### config.mk
export PLATFORM = sky130hd
export DESIGN_NAME = cache_ctrl
export DESIGN_NICKNAME = d
export VERILOG_FILES = /design/src/rtl/cache_pkg.sv /design/src/rtl/cache_way.sv /design/src/rtl/cache_ctrl.sv
export SDC_FILE = /design/constraint.sdc
export NUM_CORES = 1
export LEC_CHECK = 0
export BUFFER_PORTS_ARGS = -buffer_cell sky130_fd_sc_hd__buf_2
export CORE_MARGIN = 2
export CORE_UTILIZATION = 50
export CTS_CLUSTER_SIZE = 40
export DETAILED_ROUTE_END_ITERATION = 10
export GPL_TIMING_DRIVEN = 0
export PLACE_DENSITY_LB_ADDON = 0.12
export SLEW_MARGIN = 30
export SYNTH_ARGS = -nofsm -noshare
export SYNTH_HDL_FRONTEND = slang
export SYNTH_HIERARCHICAL = 1
export SYNTH_SLANG_ARGS = --single-unit
export TNS_END_PERCENT = 10
### constraint.sdc
create_clock -name clk -period 4.7 [get_ports clk]
set_input_delay 0.235 -clock clk [delete_from_list [all_inputs] [get_ports clk]]
set_output_delay 0.235 -clock clk [all_outputs]
set_load 0.01 [all_outputs]
### src/rtl/cache_pkg.sv
// Shared types and width helpers for the set-associative write-through cache.
package cache_pkg;

    typedef enum logic [1:0] {
        IDLE   = 2'd0,
        LOOKUP = 2'd1,
        MEM_RD = 2'd2,
        MEM_WR = 2'd3
    } state_t;

    localparam int WAYS_MIN = 1;
    localparam int WAYS_MAX = 4;

    function automatic int idx_w(input int sets);
        return $clog2(sets);
    endfunction

    function automatic int tag_w(input int addr_w, input int sets);
        return addr_w - $clog2(sets);
    endfunction

    // Victim pointer keeps at least one bit so a direct-mapped build still has a legal vector
    function automatic int ptr_w(input int ways);
        return (ways > 1) ? $clog2(ways) : 1;
    endfunction

    function automatic bit ways_ok(input int ways);
        return (ways == 1) || (ways == 2) || (ways == 4);
    endfunction

endpackage

### src/rtl/cache_way.sv
// One way of the cache: valid flops with global clear, tag/data arrays with registered read.
module cache_way #(
    parameter int SETS   = 4,
    parameter int IDX_W  = 2,
    parameter int TAG_W  = 6,
    parameter int DATA_W = 16
) (
    input  logic              clk,
    input  logic              rst,
    input  logic              clr,
    input  logic              rd_en,
    input  logic [IDX_W-1:0]  rd_idx,
    input  logic [IDX_W-1:0]  lk_idx,
    input  logic [TAG_W-1:0]  lk_tag,
    output logic              valid,
    output logic              match,
    output logic [DATA_W-1:0] rdata,
    input  logic              wr_en,
    input  logic [IDX_W-1:0]  wr_idx,
    input  logic [TAG_W-1:0]  wr_tag,
    input  logic [DATA_W-1:0] wr_data
);

    logic [SETS-1:0]   valid_reg;
    logic [TAG_W-1:0]  tag_mem  [SETS];
    logic [DATA_W-1:0] data_mem [SETS];
    logic [TAG_W-1:0]  tag_rd_reg;
    logic [DATA_W-1:0] data_rd_reg;

    always_ff @(posedge clk or negedge rst) begin
        if (!rst) begin
            valid_reg <= '0;
        end else if (clr) begin
            valid_reg <= '0;
        end else if (wr_en) begin
            valid_reg[wr_idx] <= 1'b1;
        end
    end

    // Read is issued while the controller idles, so the entry is ready by lookup
    always_ff @(posedge clk) begin
        if (wr_en) begin
            tag_mem[wr_idx]  <= wr_tag;
            data_mem[wr_idx] <= wr_data;
        end
        if (rd_en) begin
            tag_rd_reg  <= tag_mem[rd_idx];
            data_rd_reg <= data_mem[rd_idx];
        end
    end

    assign valid = valid_reg[lk_idx];
    assign match = valid && (tag_rd_reg == lk_tag);
    assign rdata = data_rd_reg;

endmodule

### src/rtl/cache_ctrl.sv
// Set-associative write-through, write-allocate data cache with miss handling FSM.
// Optional hit/miss counters are built when CACHE_STATS_EN is defined.
module cache_ctrl
    import cache_pkg::*;
#(
    parameter int ADDR_W = 8,
    parameter int DATA_W = 16,
    parameter int SETS   = 4,
    parameter int WAYS   = 2
) (
    input  logic              clk,
    input  logic              rst,
    input  logic              cpu_req,
    input  logic              cpu_we,
    input  logic [ADDR_W-1:0] cpu_addr,
    input  logic [DATA_W-1:0] cpu_wdata,
    input  logic              cpu_flush,
    output logic              cpu_ready,
    output logic [DATA_W-1:0] cpu_rdata,
    output logic              cpu_hit,
    output logic              mem_req,
    output logic              mem_we,
    output logic [ADDR_W-1:0] mem_addr,
    output logic [DATA_W-1:0] mem_wdata,
    input  logic              mem_ack,
    input  logic [DATA_W-1:0] mem_rdata
`ifdef CACHE_STATS_EN
    ,
    output logic [31:0]       hit_cnt,
    output logic [31:0]       miss_cnt
`endif
);

    localparam int IDX_W = idx_w(SETS);
    localparam int TAG_W = tag_w(ADDR_W, SETS);
    localparam int PTR_W = ptr_w(WAYS);

    generate
        if (!ways_ok(WAYS) || SETS < 2) begin : g_bad_param
            $error("cache_ctrl: unsupported WAYS/SETS");
        end
    endgenerate

    state_t state_reg, state_next;

    logic              we_reg;
    logic [ADDR_W-1:0] addr_reg;
    logic [DATA_W-1:0] wdata_reg;
    logic [PTR_W-1:0]  victim_reg;
    logic              evict_reg;
    logic              hit_reg;
    logic              mem_req_reg, mem_we_reg;
    logic [ADDR_W-1:0] mem_addr_reg;
    logic [DATA_W-1:0] mem_wdata_reg;
    logic [PTR_W-1:0]  ptr_reg [SETS];

    logic [IDX_W-1:0]  idx;
    logic [TAG_W-1:0]  tag;
    logic              flush;
    logic [WAYS-1:0]   way_valid, way_match, way_wr;
    logic [DATA_W-1:0] way_data [WAYS];

    logic              hit, all_valid;
    logic [PTR_W-1:0]  hit_way, first_inv, victim;
    logic [DATA_W-1:0] hit_data;

    logic              arr_we, ptr_adv;
    logic [PTR_W-1:0]  arr_way;
    logic [DATA_W-1:0] arr_data;

    assign idx   = addr_reg[IDX_W-1:0];
    assign tag   = addr_reg[ADDR_W-1:IDX_W];
    assign flush = (state_reg == IDLE) && cpu_flush;

    generate
        for (genvar gi = 0; gi < WAYS; gi++) begin : g_way
            assign way_wr[gi] = arr_we && (arr_way == PTR_W'(gi));
            cache_way #(
                .SETS   (SETS),
                .IDX_W  (IDX_W),
                .TAG_W  (TAG_W),
                .DATA_W (DATA_W)
            ) u_way (
                .clk     (clk),
                .rst     (rst),
                .clr     (flush),
                .rd_en   (state_reg == IDLE),
                .rd_idx  (cpu_addr[IDX_W-1:0]),
                .lk_idx  (idx),
                .lk_tag  (tag),
                .valid   (way_valid[gi]),
                .match   (way_match[gi]),
                .rdata   (way_data[gi]),
                .wr_en   (way_wr[gi]),
                .wr_idx  (idx),
                .wr_tag  (tag),
                .wr_data (arr_data)
            );
        end
    endgenerate

    // At most one way can match, so the last match found is the only one
    always_comb begin
        hit      = 1'b0;
        hit_way  = '0;
        hit_data = '0;
        for (int i = 0; i < WAYS; i++) begin
            if (way_match[i]) begin
                hit      = 1'b1;
                hit_way  = PTR_W'(i);
                hit_data = way_data[i];
            end
        end
    end

    always_comb begin
        first_inv = '0;
        all_valid = 1'b1;
        for (int i = WAYS - 1; i >= 0; i--) begin
            if (!way_valid[i]) begin
                first_inv = PTR_W'(i);
                all_valid = 1'b0;
            end
        end
        victim = all_valid ? ptr_reg[idx] : first_inv;
    end

    always_comb begin
        state_next = state_reg;
        cpu_ready  = 1'b0;
        cpu_hit    = 1'b0;
        cpu_rdata  = '0;
        arr_we     = 1'b0;
        arr_way    = '0;
        arr_data   = wdata_reg;
        ptr_adv    = 1'b0;
        case (state_reg)
            IDLE: begin
                if (!cpu_flush && cpu_req) state_next = LOOKUP;
            end
            LOOKUP: begin
                if (we_reg) begin
                    arr_we     = 1'b1;
                    arr_way    = hit ? hit_way : victim;
                    ptr_adv    = !hit && all_valid;
                    state_next = MEM_WR;
                end else if (hit) begin
                    cpu_ready  = 1'b1;
                    cpu_hit    = 1'b1;
                    cpu_rdata  = hit_data;
                    state_next = IDLE;
                end else begin
                    state_next = MEM_RD;
                end
            end
            MEM_RD: begin
                if (mem_ack) begin
                    arr_we     = 1'b1;
                    arr_way    = victim_reg;
                    arr_data   = mem_rdata;
                    ptr_adv    = evict_reg;
                    cpu_ready  = 1'b1;
                    cpu_rdata  = mem_rdata;
                    state_next = IDLE;
                end
            end
            MEM_WR: begin
                if (mem_ack) begin
                    cpu_ready  = 1'b1;
                    cpu_hit    = hit_reg;
                    state_next = IDLE;
                end
            end
            default: state_next = IDLE;
        endcase
    end

    always_ff @(posedge clk or negedge rst) begin
        if (!rst) begin
            state_reg     <= IDLE;
            we_reg        <= 1'b0;
            addr_reg      <= '0;
            wdata_reg     <= '0;
            victim_reg    <= '0;
            evict_reg     <= 1'b0;
            hit_reg       <= 1'b0;
            mem_req_reg   <= 1'b0;
            mem_we_reg    <= 1'b0;
            mem_addr_reg  <= '0;
            mem_wdata_reg <= '0;
        end else begin
            state_reg <= state_next;
            if (state_reg == IDLE && cpu_req && !cpu_flush) begin
                we_reg    <= cpu_we;
                addr_reg  <= cpu_addr;
                wdata_reg <= cpu_wdata;
            end
            if (state_reg == LOOKUP) begin
                victim_reg <= victim;
                evict_reg  <= !hit && all_valid;
                hit_reg    <= hit;
                if (state_next != IDLE) begin
                    mem_req_reg   <= 1'b1;
                    mem_we_reg    <= we_reg;
                    mem_addr_reg  <= addr_reg;
                    mem_wdata_reg <= we_reg ? wdata_reg : '0;
                end
            end
            if ((state_reg == MEM_RD || state_reg == MEM_WR) && mem_ack) begin
                mem_req_reg   <= 1'b0;
                mem_we_reg    <= 1'b0;
                mem_addr_reg  <= '0;
                mem_wdata_reg <= '0;
            end
        end
    end

    // Round-robin pointer only moves when a fully valid set loses a line
    always_ff @(posedge clk or negedge rst) begin
        if (!rst) begin
            for (int s = 0; s < SETS; s++) ptr_reg[s] <= '0;
        end else if (flush) begin
            for (int s = 0; s < SETS; s++) ptr_reg[s] <= '0;
        end else if (ptr_adv && WAYS > 1) begin
            ptr_reg[idx] <= ptr_reg[idx] + PTR_W'(1);
        end
    end

    assign mem_req   = mem_req_reg;
    assign mem_we    = mem_we_reg;
    assign mem_addr  = mem_addr_reg;
    assign mem_wdata = mem_wdata_reg;

`ifdef CACHE_STATS_EN
    logic [31:0] hit_cnt_reg, miss_cnt_reg;

    always_ff @(posedge clk or negedge rst) begin
        if (!rst) begin
            hit_cnt_reg  <= '0;
            miss_cnt_reg <= '0;
        end else if (cpu_ready) begin
            if (cpu_hit) hit_cnt_reg  <= hit_cnt_reg + 32'd1;
            else         miss_cnt_reg <= miss_cnt_reg + 32'd1;
        end
    end

    assign hit_cnt  = hit_cnt_reg;
    assign miss_cnt = miss_cnt_reg;
`endif

endmodule

==> results.toml, run 1 <==
[drt]
drt-pass1-iter-count = 5
drt-initial-drc-count = 528
vias = 6302
totalWireLength_um = 24890
vias_per_cell = 5.587
wl_per_cell_um = 22.06
drtAntennaViolNets = 0
drc = 0

[pwr]
switching_share_pct = 29.83
pwr-share-clk_pct = 28.6
leakagePower_nw = 5.356
p_int_w = 0.005580
combinationalPowerShare_pct = 22.2
p_sw_w = 0.002372
seqPwrFrac_pct = 49.1
powerDensity_nw_per_um2 = 578.8
total_power_w = 0.007952
ir_drop_mv = 0.3458

[cells_and_area]
antenna_cells = 0
final_cell_mix = "edfxtp_1 (220), buf_2 (95), nand2_1 (88)"
fin_area_sq_um = 13740
fillers = 1668
final_util_pct = 60.87
mostFrequentLayoutCell = "edfxtp_1"
fin_cells = 1128
largest_reg_flops = 128
drive_gt1_share_pct = 28.59
regMostFlops = "g_way.u_way/data_mem"
final_nets = 870
areaGrowthSynthToFinish_pct = 19.83

[clock_tree]
cts_buffers = 29
ctsRootBufferMaster = "clkbuf_16"
clk_pin_slew_ns = 0.06
clock-sinks = 288
cts_tree = "built"
ctsHoldBuffers = 24
h-tree-depth = 1
postCtsSetupRepairBufs = 0
ctsResizeCount = 0
clock_latency_ns = 0.54
clk_path_buf_depth = 3

[yosys]
synth_seq_cells = 288
synthCells = 661
syn_nets = 711
netlist_area_sq_um = 11470
async_flop_share_pct = 23.61
yosys_warnings = 6
synth-seq-area-share_pct = 72.46
synth_ff_type = "edfxtp_1"
syn_area_per_cell_sq_um = 17.35
synth_edf_count = 220
yosys.cell_types.count = 43

[sta]
grt_setup_unrepaired = "false"
finalHoldViolations = 0
finalCritPeriodShare_pct = 82.23
worstMarginPinSlew_ns = 0.7471
relSlewSlack_pct = 50.20
finalSetupTns_ns = 0
setup_viol_count_final = 0
slew_viol_final = 0
skew_ns = 0.01673
period_needed_ns = 3.865
max_clock_freq_mhz = 258.7

[flow_run]
drv_cap = 0

[floorplanning]
rows = 55
initial_core_util_pct = 50.80
die_area_sq_um = 24160
core-area_sq_um = 22570
ios = 90
die_w_um = 155.4
fp.dieH_um = 155.4

[worst_hold_path]
hp-class = "in2reg"

[placement]
gp_congestion = 0.7841
dp.cells = 1050
place_hpwl_um = 16510
placed_cell_area_sq_um = 12550
port_buffers = 89

[status]
status = "completed"

[setup_path]
crit_required_ns = 4.95
arrival_ns = 4.11
end_kind = "flop"
crit_type = "reg2reg"
critical_path.max_fanout = 10
worstSetupStartpointType = "flop"

[grt]
gr-total-overflow = 0
first_global_vias = 6521
antenna_found_initial = 0
grt_use_total_pct = 21.00
grt_max_degree = 39
grt_first_pass_wirelength_um = 38010
## metrics by stage
step           setup WS [ns]  hold WS, ns
5_1_grt               0.6028       0.1560
6_report              0.8352       0.1536
4_1_cts               0.8303       0.1461
2_1_floorplan         0.5391     -0.06059
3_3_place_gp          -1.665       0.4683
3_5_place_dp          0.8092       0.2052
## critical path, stage by stage, from the launching register on
cell and delay [ns]:
dfrtp_1 0.43, inv_1 0.14, ha_1 0.22, and2_1 0.14, clkbuf_1 0.57, clkbuf_1 0.58
o21ai_0 0.21, nor2_1 0.21, nor3b_2 0.58, buf_4 0.30, buf_4 0.20
## path summary, 6_finish.rpt
kind                                         from                                  endpoint  slack [ns]  depth (start not counted)
min in group asynchronous                     rst                  wdata_reg[7]$_DFFE_PN0P_        0.19                          2
hold / removal                      mem_rdata[11]  g_way[0].u_way/data_mem[2][11]$_DFFE_PP_        0.15                          3
max in group asynchronous                     rst                   addr_reg[4]$_DFFE_PN0P_        3.97                          3
setup reg to reg           state_reg[0]$_DFF_PN0_   g_way[0].u_way/data_mem[0][7]$_DFFE_PP_        0.84                         10
setup / recovery           state_reg[0]$_DFF_PN0_   g_way[0].u_way/data_mem[0][7]$_DFFE_PP_        0.84                         10
hold reg to reg            victim_reg$_DFFE_PN0P_                    victim_reg$_DFFE_PN0P_        0.50                          2
## cell usage after synthesis (2+ instances only)
library cell,instances,share of area [%]
edfxtp_1,220,58
nand2_1,88,2.9
dfrtp_1,68,15
mux4_2,43,8.4
mux2i_1,38,3.3
mux2_2,26,2.6
nor2_1,24,0.79
and2_1,20,1.1
o21ai_0,20,0.87
nand3_1,18,0.79
clkbuf_1,16,0.52
xor2_1,12,0.92
buf_2,7,0.31
buf_6,5,0.49
inv_1,5,0.16
and3b_1,4,0.31
ha_1,4,0.44
mux4_1,4,0.92
xnor2_1,4,0.31
a22oi_1,3,0.20
nor2b_1,3,0.16
a21oi_1,2,0.087
and3_1,2,0.11
and4_1,2,0.15
nand4b_1,2,0.15
nor3b_1,2,0.13
nor4_1,2,0.11
o21ai_1,2,0.087
## logic make-up after synthesis
logic type                 synth area share (%)
DFF                                       72.46
buffers and inverters                     1.790
muxes                                     15.23
adders and majority gates                0.4365
xor gates and xnor gates                  1.222
AOI/OAI and AO/OA                         1.899
and+or+nand+nor                           6.962
## power groups by stage
stage               Sequential (W)  Clock (W)  Combinational [W]
finish                     0.00391    0.00228            0.00177
global route               0.00398    0.00242            0.00195
CTS                        0.00391    0.00232            0.00179
detailed placement         0.00396          0            0.00177
global placement           0.00394          0            0.00163
floorplan                  0.00390          0            0.00104
## per-layer routing
layer,part of all wire (%),wire (um),up-vias,track usage [%]
li1,-,-,2836,-
met1,45,11160,3229,30.74
met2,48,11890,197,33.88
met3,5.3,1315,40,2.981
met4,2.1,524,0,5.155
met5,0,0,-,0
## final cells by class
class,instances,area (sq um),area share (%)
Sequential cell,288,8308,60.47
Buffer,30,186.4,1.357
Timing Repair Buffer,128,942.2,6.857
Clock buffer,33,740.7,5.391
Multi-Input combinational cell,338,2983,21.71
Clock inverter,21,203.9,1.484
Tap cell,285,356.6,2.595
Inverter,5,18.77,0.1366
No activity file was read; power rests on OpenSTA's default activity.
==> run 2, diff against run 1 <==
--- a/config.mk
+++ b/config.mk
@@ -5,6 +5,7 @@
 export SDC_FILE = /design/constraint.sdc
 export NUM_CORES = 1
 export LEC_CHECK = 0
+export ABC_AREA = 1
 export BUFFER_PORTS_ARGS = -buffer_cell sky130_fd_sc_hd__buf_2
 export CORE_MARGIN = 2
 export CORE_UTILIZATION = 50
==> constraint.sdc (replaced) <==
create_clock -name clk -period 3.6 [get_ports clk]
set_input_delay 0.18 -clock clk [delete_from_list [all_inputs] [get_ports clk]]
set_output_delay 0.18 -clock clk [all_outputs]
set_load 0.01 [all_outputs]
==> results.toml, run 2 <==
[status]
status = "completed"

[sta]
finalCritPeriodShare_pct = 93.20
max_clock_freq_mhz = 298.0
finalHoldViolations = 0
slew_viol_final = 0
worstMarginPinSlew_ns = 0.8886
setup_viol_count_final = 0
relSlewSlack_pct = 40.13
skew_ns = 0.01301
grt_setup_unrepaired = "true"
period_needed_ns = 3.355
finalWorstSetupSlack_ns = 0.2448
finalSetupTns_ns = 0

[pwr]
powerDensity_nw_per_um2 = 799.9
leakagePower_nw = 5.611
ir_drop_mv = 0.4008

[grt]
grt_max_degree = 39
antenna_found_initial = 0
gr-total-overflow = 0
first_global_vias = 7921
grt_use_total_pct = 24.76
grt_first_pass_wirelength_um = 45520

[drt]
drt-pass1-iter-count = 5
top_layer = "met4"
wl_met2_um = 14970
met3WireLength_um = 2186
wl_per_cell_um = 20.02
wl_met1_um = 12860
vias_per_cell = 5.416
drt-initial-drc-count = 678
drtAntennaViolNets = 0
totalWireLength_um = 30520
vias = 8259
drc = 0

[placement]
dp.cells = 1448
place_hpwl_um = 20130
port_buffers = 89
placed_cell_area_sq_um = 12760
gp_congestion = 0.7979
dp_slack_ns = -0.3221

[yosys]
async_flop_share_pct = 23.61
synth_edf_count = 220
synthTopCellsByCount = "edfxtp_1 (220), nand2_1 (191), nor2_1 (139)"
synth_top_area_cell = "edfxtp_1"
yosysMostFrequentCell = "edfxtp_1"
synth-seq-area-share_pct = 70.09
yosys.cell_types.count = 31
netlist.area_leader.share_pct = 55.74
syn_nets = 1088
netlist_area_sq_um = 11850
ys_top_cells_by_area = "edfxtp_1 (56%), dfrtp_1 (14%), nand2_1 (6.0%)"
synth_seq_cells = 288
syn_area_per_cell_sq_um = 11.42
synth_ff_type = "edfxtp_1"
synthCells = 1038
yosys_warnings = 6

[floorplanning]
die_area_sq_um = 24950
initial_core_util_pct = 50.65
die_w_um = 158.0
rows = 56
fp.dieH_um = 158.0
ios = 90
core-area_sq_um = 23400

[clock_tree]
h-tree-depth = 1
clk_pin_slew_ns = 0.06
cts_tree = "built"
clock-sinks = 288
cts_buffers = 29
ctsRootBufferMaster = "clkbuf_16"
clk_path_buf_depth = 3
clock_latency_ns = 0.55
postCtsSetupRepairBufs = 0

[cells_and_area]
drive_gt1_share_pct = 16.83
regMostFlops = "g_way.u_way/data_mem"
fin_area_sq_um = 13920
fillers = 2004
mostFrequentLayoutCell = "edfxtp_1"
final_nets = 1235
final_cell_mix = "edfxtp_1 (220), nand2_1 (191), nor2_1 (138)"
final_util_pct = 59.50
fin_cells = 1525
largest_reg_flops = 128
areaGrowthSynthToFinish_pct = 17.47
antenna_cells = 0

[worst_hold_path]
min_from = "cpu_flush"
hp-class = "in2reg"

[setup_path]
worstSetupStartpointType = "flop"
end_kind = "output port"
arrival_ns = 3.18
crit_required_ns = 3.42
timing.rr.start = "addr_reg[0]$_DFFE_PN0P_"
startpoint = "addr_reg[6]$_DFFE_PN0P_"
critical_path.max_fanout = 14
crit_type = "reg2out"

[flow_run]
drv_cap = 0
-- run 2: repair_timing --
item	in CTS	in global routing
resized for setup	6	13
hold buffers	25	0
hold endpoints to repair	92	0
setup endpoints to repair	195	188
-- run 2: path summary, 6_finish.rpt --
kind,endpoint,slack (ns),depth (start not counted)
max in group asynchronous,addr_reg[1]$_DFFE_PN0P_,2.92,3
setup / recovery,cpu_rdata[0],0.24,14
hold / removal,ptr_reg[2]$_DFFE_PN0P_,0.04,4
setup reg to reg,g_way[0].u_way/data_mem[1][8]$_DFFE_PP_,0.30,13
hold reg to reg,mem_wdata[10]$_DFFE_PN0P_,0.47,2
min in group asynchronous,mem_wdata[14]$_DFFE_PN0P_,0.13,2
-- run 2: kinds of logic after synthesis --
family / Yosys count / share of synthesized area, %
AO/OA/AOI/OAI: 214 / 9.712
flip-flops: 288 / 70.09
AND/OR/NAND/NOR: 397 / 13.69
buffers and inverters: 129 / 5.510
multiplexers: 6 / 0.5700
adder cells (fa/ha/maj): 4 / 0.4223
-- run 2: area by class of cell --
cell class,instances,area [sq um],share of cell area [%]
inverters,83,346.6,2.489
flip-flops and latches,288,8318,59.74
well taps,319,399.1,2.867
plain buffers,46,326.6,2.345
repair buffers,116,745.7,5.356
clock inverters,14,116.4,0.8357
multi-input cells,621,2912,20.91
clock buffers,38,759.5,5.455
-- run 2: metal layers --
layer	up-vias	GRT usage, %
li1	3899	-
met1	4021	33.65
met2	299	42.24
met3	40	3.504
met4	0	6.392
met5	-	0
-- run 2: worst max-delay path: stages (launching register included) --
cell     delay, ns
dfrtp_2       0.54
inv_1         0.07
nand2_1       0.06
nand2_1       0.05
nor2_1        0.22
nand2_1       0.11
nor2_1        0.36
nor2_1        0.18
inv_1         0.08
nand2_1       0.09
inv_1         0.20
buf_4         0.25
nand2_1       0.07
a21oi_1       0.18
buf_2         0.17
-- run 2: where the power goes --
part	internal (W)	switching (W)
Combinational	0.000923	0.00218
Sequential	0.00476	0.000447
Clock	0.00162	0.00121
-- run 2: through the flow --
stage                     hold slack, ns  total power, W
after CTS                        0.01987         0.01118
after global placement            0.4163        0.008209
final                            0.03617         0.01114
after floorplan                  -0.1156        0.007077
after detailed placement          0.1570        0.008336
after global routing             0.05312         0.01176
